<file path="config.mk">
export PLATFORM = sky130hd
export DESIGN_NAME = pwm_multichannel
export DESIGN_NICKNAME = d
export VERILOG_FILES = /design/src/rtl/pwm_multichannel.sv
export SDC_FILE = /design/constraint.sdc
export NUM_CORES = 1
export LEC_CHECK = 0
export ABC_AREA = 1
export CORE_MARGIN = 3
export CORE_UTILIZATION = 55
export CTS_CLUSTER_DIAMETER = 30
export DETAILED_ROUTE_END_ITERATION = 10
export PLACE_DENSITY = 0.71
export RECOVER_POWER = 100
export SLEW_MARGIN = 20
export SYNTH_ARGS = -nofsm -noshare
export SYNTH_HDL_FRONTEND = slang
export SYNTH_SLANG_ARGS = --single-unit
</file>
<file path="constraint.sdc">
create_clock -name clk -period 3.95 [get_ports clk]
set_clock_uncertainty 0.05 [all_clocks]
set_input_delay 0.79 -clock clk [delete_from_list [all_inputs] [get_ports clk]]
set_output_delay 0.79 -clock clk [all_outputs]
set_load 0.01 [all_outputs]
</file>
<file path="src/rtl/pwm_multichannel.sv">
// Purpose: CHANNELS PWM outputs sharing a prescaler and period counter, each with a duty register that is shadowed and applied at the period boundary.
// Latency: out and period_start are registered; enable changes reach out one clock later, and duty writes take effect from the next period.
// Backpressure: none; a duty write strobe is always taken in one clock, and a write to a channel index that does not exist is dropped.
module pwm_multichannel #(
  parameter int CHANNELS   = 16,
  parameter int RES        = 8,
  parameter int PRESCALE_W = 8,
  localparam int SEL_W     = (CHANNELS > 1) ? $clog2(CHANNELS) : 1
) (
  input  logic                  clk,
  input  logic                  rst_n,
  input  logic [CHANNELS-1:0]   en_out,
  input  logic [CHANNELS-1:0]   en_pwm,
  input  logic [PRESCALE_W-1:0] prescale,
  input  logic                  duty_wr,
  input  logic [SEL_W-1:0]      duty_sel,
  input  logic [RES-1:0]        duty_data,
  output logic [CHANNELS-1:0]   out,
  output logic                  period_start
);

  logic [PRESCALE_W-1:0] pre_cnt_q, pre_cnt_d;
  logic                  tick;
  logic [RES-1:0]        cnt_q, cnt_d;
  logic                  boundary;
  logic [CHANNELS-1:0]   wr_hit;
  logic [RES-1:0]        shadow_q [CHANNELS];
  logic [RES-1:0]        shadow_d [CHANNELS];
  logic [RES-1:0]        active_q [CHANNELS];
  logic [RES-1:0]        active_d [CHANNELS];
  logic [CHANNELS-1:0]   out_q, out_d;
  logic                  period_start_q, period_start_d;

  // Prescaler and period counter; '>=' makes a prescale drop below pre_cnt tick on the very next clock.
  always_comb begin
    tick           = (pre_cnt_q >= prescale);
    pre_cnt_d      = tick ? '0 : pre_cnt_q + 1'b1;
    cnt_d          = tick ? cnt_q + 1'b1 : cnt_q;
    boundary       = tick && (cnt_q == '1);
    period_start_d = boundary;
  end

  // Per-channel write decode; an index >= CHANNELS matches no channel, so the write is dropped.
  always_comb begin
    wr_hit = '0;
    for (int i = 0; i < CHANNELS; i++) begin
      wr_hit[i] = duty_wr && (duty_sel == SEL_W'(i));
    end
  end

  // Shadow update on write; active reloads at the boundary, taking a same-clock write directly.
  always_comb begin
    for (int i = 0; i < CHANNELS; i++) begin
      shadow_d[i] = shadow_q[i];
      active_d[i] = active_q[i];
      if (wr_hit[i]) begin
        shadow_d[i] = duty_data;
      end
      if (boundary) begin
        active_d[i] = wr_hit[i] ? duty_data : shadow_q[i];
      end
    end
  end

  // Output function uses next-state cnt/active so out lines up with the cnt value it is registered alongside.
  always_comb begin
    out_d = '0;
    for (int i = 0; i < CHANNELS; i++) begin
      if (!en_out[i]) begin
        out_d[i] = 1'b0;
      end else if (!en_pwm[i]) begin
        out_d[i] = 1'b1;
      end else if (active_d[i] == '0) begin
        out_d[i] = 1'b0;
      end else if (active_d[i] == '1) begin
        out_d[i] = 1'b1;
      end else begin
        out_d[i] = (cnt_d < active_d[i]);
      end
    end
  end

  // Timebase and output registers.
  always_ff @(posedge clk or negedge rst_n) begin
    if (!rst_n) begin
      pre_cnt_q      <= '0;
      cnt_q          <= '0;
      out_q          <= '0;
      period_start_q <= 1'b0;
    end else begin
      pre_cnt_q      <= pre_cnt_d;
      cnt_q          <= cnt_d;
      out_q          <= out_d;
      period_start_q <= period_start_d;
    end
  end

  // Duty registers; a reset discards any pending shadow value.
  always_ff @(posedge clk or negedge rst_n) begin
    if (!rst_n) begin
      for (int i = 0; i < CHANNELS; i++) begin
        shadow_q[i] <= '0;
        active_q[i] <= '0;
      end
    end else begin
      for (int i = 0; i < CHANNELS; i++) begin
        shadow_q[i] <= shadow_d[i];
        active_q[i] <= active_d[i];
      end
    end
  end

  assign out          = out_q;
  assign period_start = period_start_q;

endmodule
</file>
==> impl_results.md, run 1 <==
* Run status: finished with violations
* Failing checks: max-capacitance violations, max-slew violations
* Sw Pwr at 2.97 mW
* Final Non-Filler Cells at 2458
* Mapped Cells at 1843
* Xor and xnor fraction of the mapped netlist area at 0.402%
* Chip Height at 172 um
* Hold Worst Slack at 0.415 ns
* First-pass GRT wire length at 62600 um
* Final setup TNS at 0 ns
* Post_cts resized at 0
* CTS tree: built
* Initial Util at 56.2%
* Sequential area share after synthesis at 47.4%
* Drt wl/cell at 15.4 um
* Post-route minimum period at 3.65 ns
* Place WS at -0.111 ns
* Nets at 2212
* Largest net degree at the start of global routing at 74
* Final worst slack at 0.296 ns
* Cell area after synthesis at 15200 um^2
* FF+latch count, synth at 289
* Setup CP Type: input port to flop
* Startpoint class of the critical path: input port
* Starting DRC count in detailed routing at 823
* Clock Path Buffers at 3
* VDD IR-drop max at 479 uV
* Grt total ovfl at 0
* Unrepaired setup endpoints after global routing: no
* Slowest Stage Delay on Critical Path at 0.75 ns
* Post-synth net total at 2017
* Yosys cell types at 41
* Die footprint at 29700 um^2
* CP max FO at 16
* Diodes inserted at 0
* H-tree Lvls at 2
* Post-CTS setup buffer count at 0
* Dpl cells at 2348
* Crit path DAT at 4.09 ns
* Post-DP Area at 17100 um^2
* CTS clk-pin slew, worst paths at 0.05 ns
* Simple-Gate Fraction of Synth Area at 20.1%
* Hold WC Path Type: flop to flop
* Initial antenna violation count at 0
* Relative slew margins at -35.8%
* # DRC at 0
* Post-DP HPWL at 25200 um
* Layout cell share with drive strength beyond 1 at 10.7%
* Achievable Freq at 274 MHz
* Combinational fraction of design power at 17.9%
* Via count of the first global-routing pass at 12700
* Leak Pwr at 10.3 nW
* Worst skew pair latency at 0.57 ns
* Drt first pass iters at 5
* Main synth FF type: dfrtp_1
* Mux cell area share after synthesis at 0%
* Hold Vio Cnt, Final at 0
* CP endpoint kind: flop
* Synth Area in Compound Gates at 11.5%
* Layout area overhead at 24.3%
* Post-route cell area at 19000 um^2
* Cells along the critical path: dlygate4sd3_1, nand2_1, nor2_1, a21oi_1, o21ai_0, ha_1, nand2_1, nor2_1, a211oi_1, nand2_1, nand2_1, nand2_1, a21oi_1
* Clock power frac at 48.8%
* CTS sink count at 289
* Die extent in x at 172 um
* WP data required at 4.39 ns
* Ys async rst share at 100%
* Post-Route WL at 37900 um
* Avg Inst Size Synth at 8.27 um^2
* Root Driver: clkbuf_16
* Slew at the pin closest to its max-slew limit at 2.04 ns
* # port buffers at 71
* Adder-Cell Fraction of Synth Area at 9.77%
* GPL Wtd Cong at 0.881
* Slew Viols, Final at 200
* Switching share of power at 28.6%
* PwrDens at 549 nW/um^2
* Vias per cell at 5.13
* Final core utilization at 69.9%
* Crit-path slowest cell: nor2_1
* Cell repeated most along the worst path: nand2_1
* FP Rows at 60
* Num CTS Buffers at 60
* Total Power at 10.4 mW
* Final worst-path cycle share at 92.5%
* I/O pin count at 72
* Via count at 12600
* Max-cap violations at 3
* Internal Pwr Total at 7.43 mW
* Largest family of logic cells by synthesized area: simple AND/OR/NAND/NOR gates
* Sequential power share at 33.2%
* CTS hold repair buffers at 0
* # setup viols final at 0
* Routed Antenna Nets at 0
* Core area at 27100 um^2
* EDFF count, synth at 0
* Gr usage total at 26.4%
* Ys Warns at 0
## worst paths after layout
path	start	end	slack [ns]	depth (start not counted)
max in group asynchronous	rst_n	shadow_q[11]	0.63	2
max	duty_sel[0]	out[7]	0.30	13
min	shadow_q[7]	shadow_q[7]	0.42	2
min in group asynchronous	rst_n	shadow_q[36]	0.74	1
min reg2reg	shadow_q[7]	shadow_q[7]	0.42	2
max reg2reg	pre_cnt_q[3]	out[15]	0.63	22
## synthesized netlist by cell type, types with 11 or more instances
cell        n  area [um^2]
ha_1      119         1490
nand4_1    30          188
nor2_1     79          297
o21ai_0    87          435
inv_2      17         63.8
nand2_1   465         1750
dfrtp_1   289         7230
nand3_1    48          240
inv_1     332         1250
nor3_1     37          185
buf_6      11          124
a211oi_1   15          113
a21oi_1    77          385
buf_2      24          120
o21ai_1    95          475
clkbuf_1   13         48.8
o21a_1     30          225
## critical path, delay by kind of cell
kind                       cells  cell delay (ns)
AOI/OAI and AO/OA              4             0.99
adders and majority gates      1             0.34
buffers and inverters          1             0.70
and+or+nand+nor                7             1.26
## routing by layer
metal / GRT usage, % / share of wire, % / wire length (um)
met5: 0 / 0 / 0
met3: 4.48 / 5.3 / 2000
met2: 45.1 / 49 / 18500
met4: 9.61 / 3.3 / 1260
met1: 33.9 / 43 / 16100
## cells in the final DEF (no fill, tap or decap), drive strengths merged, types with 79 or more instances in the layout
cell type / n
a21oi: 79
buf: 79
clkbuf: 107
dfrtp: 289
ha: 119
inv: 353
nand2: 469
nor2: 94
o21ai: 191
## final cells by class
| type | instances | area, um^2 |
|---|---|---|
| Inverter | 349 | 1310 |
| Tap cell | 372 | 465 |
| Fill cell | 2119 | 8150 |
| Clock buffer | 68 | 1600 |
| Multi-Input combinational cell | 1150 | 6270 |
| Timing Repair Buffer | 188 | 1590 |
| Clock inverter | 42 | 478 |
| Sequential cell | 289 | 7230 |
## registers in the layout, indices dropped and copies added (netlist names)
signal        flops
out              16
period_start      1
active_q        128
shadow_q        128
pre_cnt_q         8
cnt_q             8
## kinds of logic (layout without fill, tap and decap cells)
logic type      after synthesis  in the layout
simple gates                706            706
buf+inv                     404            647
compound gates              318            318
flops                       289            289
fa+ha+maj                   119            119
xor+xnor                      7              7
## power by group through the flow
stage / Clock (mW) / Sequential, mW / Combinational, mW
2_1_floorplan: 0 / 3.46 / 1.10
3_3_place_gp: 0 / 3.48 / 1.83
3_5_place_dp: 0 / 3.49 / 1.89
4_1_cts: 5.15 / 3.45 / 1.92
5_1_grt: 5.31 / 3.48 / 2.13
6_report: 5.08 / 3.45 / 1.87
Power figures use the tool's default switching activity.
==> inputs of run 2 (changes only) <==
Settings changed: REMOVE_ABC_BUFFERS set to 1.
Clock period 3.95 ns to 4.6 ns, I/O delays scaled along.
==> impl_results.md, run 2 (same netlist as run 1, synthesis figures left out) <==
* Slew Viols, Final at 114
* First-pass GRT wire length at 60000 um
* # port buffers at 71
* CP max FO at 37
* Total Power at 9.01 mW
* Failing checks: max-capacitance violations, max-slew violations
* Initial Util at 56.2%
* WP data required at 5.05 ns
* I/O pin count at 72
* Drt first pass iters at 5
* GPL Wtd Cong at 0.857
* Gr usage total at 25.2%
* Hold Crit Depth at 2
* Post-DP Area at 16400 um^2
* Worst skew pair latency at 0.57 ns
* Final Non-Filler Cells at 2376
* Run status: finished with violations
* Post-route cell area at 18400 um^2
* RR Endpoint: out[3]
* Reg-to-reg slack, setup at 1.06 ns
* Largest net degree at the start of global routing at 115
* Cell depth of the worst setup path at 21
* Core area at 27100 um^2
* Max-cap violations at 1
* Crit path DAT at 4.48 ns
* Hold WC Path Type: flop to flop
* Layout cell share with drive strength beyond 1 at 7.68%
* CP endpoint kind: flop
* Die extent in x at 172 um
* VDD IR-drop max at 343 uV
* CTS sink count at 289
* Num CTS Buffers at 61
* Startpoint class of the critical path: input port
* Leak Pwr at 9.91 nW
* Slowest Stage Delay on Critical Path at 0.52 ns
* Setup CP Type: input port to flop
* Dpl cells at 2263
* Layout area overhead at 20.9%
* Drt wl/cell at 15.2 um
* Cell repeated most along the worst path: nand2_1
* Crit-path slowest cell: dlygate4sd3_1
* Final setup TNS at 0 ns
* Most common cell after layout, fill and taps aside: nand2_1
* Buf/Inv on CP at 4
* Die footprint at 29700 um^2
* PwrDens at 489 nW/um^2
* H-tree Lvls at 2
* # DRC at 0
* Post-Route WL at 36200 um
* CTS clk-pin slew, worst paths at 0.05 ns
* Cells along the critical path: dlygate4sd3_1, inv_1, ha_1, nand2_1, nor2_1, nor2_1, nand2_1, nand2_1, nand2_1, buf_4, nand2_8, buf_12, o21ai_0, ha_1, a21oi_1, nor2_1, a211oi_1, nand2_1, nand2_1, nand2_1, a21oi_1
* Grt total ovfl at 0
* Vias per cell at 5.10
* Post_cts resized at 0
* Via count at 12100
* Initial antenna violation count at 1
* CTS tree: built
* Post-CTS setup buffer count at 0
* Unrepaired setup endpoints after global routing: no
* Chip Height at 172 um
* R2R depth at 19
* Root Driver: clkbuf_16
* FP Rows at 60
* Diodes inserted at 0
* Hold endpoint: shadow_q[13]
* Commonest cells after routing, fill and taps aside: 466 x nand2_1, 341 x inv_1, 289 x dfrtp_1
* Via count of the first global-routing pass at 12100
* Routed Antenna Nets at 0
* Nets at 2128
* Final worst-path cycle share at 87.7%
* Post-DP HPWL at 22900 um
* Delay-heaviest family, CP: buffers and inverters
* RR Startpoint: pre_cnt_q[3]
* Hold Vio Cnt, Final at 0
* CTS hold repair buffers at 0
* Hold wc startpoint: shadow_q[13]
* Achievable Freq at 248 MHz
* Slew at the pin closest to its max-slew limit at 2.84 ns
* Clock Path Buffers at 3
* # setup viols final at 0
* Relative slew margins at -89.3%
* Post-route minimum period at 4.03 ns
* Starting DRC count in detailed routing at 820
* Final core utilization at 68.0%
-- run 2: final cells by class --
| cell class | instances | area (um^2) |
|---|---|---|
| clock buffer | 80 | 1740 |
| clock inverter | 33 | 450 |
| fill | 2166 | 8680 |
| inverter | 349 | 1310 |
| multi-input combinational | 1150 | 6240 |
| sequential | 289 | 7230 |
| tap | 372 | 465 |
| timing repair buffer | 103 | 988 |
-- run 2: how the worst max path moves through the flow --
| stage | from | to |
|---|---|---|
| 6_report | prescale[3] | out[3] |
| 4_1_cts | prescale[3] | out[15] |
| 3_3_place_gp | prescale[3] | out[9] |
| 2_1_floorplan | prescale[3] | out[2] |
| 3_5_place_dp | prescale[3] | out[9] |
| 5_1_grt | duty_sel[0] | out[6] |
-- run 2: metal layers --
metal | routed length [um] | track usage, % | up-vias
met5 | 0 | 0 | -
met4 | 877 | 7.78 | 0
met3 | 1740 | 4.23 | 69
met2 | 17600 | 42.7 | 243
met1 | 16000 | 33.4 | 5741
li1 | - | - | 6067
-- run 2: stage by stage --
step	setup WS [ns]	hold slack [ns]
after floorplan	-0.0484	0.393
after global placement	0.342	0.403
after detailed placement	0.242	0.408
after CTS	0.853	0.422
after global routing	0.234	0.437
final	0.566	0.425
-- run 2: report_power, final --
group | switching [mW] | internal (mW) | total [mW]
clock | 1.38 | 3.19 | 4.58
sequential | 0.118 | 2.85 | 2.96
combinational | 0.966 | 0.507 | 1.47
total | 2.47 | 6.54 | 9.01
-- run 2: worst register-to-register path, cell delays in order (launching register included) --
cell      delay, ns
dfrtp_1        0.40
ha_1           0.30
nand2_1        0.07
nor2_1         0.10
nor2_1         0.05
nand2_1        0.05
nand2_1        0.08
nand2_1        0.09
buf_4          0.29
nand2_8        0.18
buf_12         0.21
o21ai_0        0.46
ha_1           0.34
a21oi_1        0.15
nor2_1         0.05
a211oi_1       0.23
nand2_1        0.09
nand2_1        0.06
nand2_1        0.08
a21oi_1        0.12
==> inputs of run 3 (changes only) <==
Settings changed: SKIP_LAST_GASP set to 1.
==> results of run 3 <==
The final DEF is identical to that of run 2; final timing and power are the same.
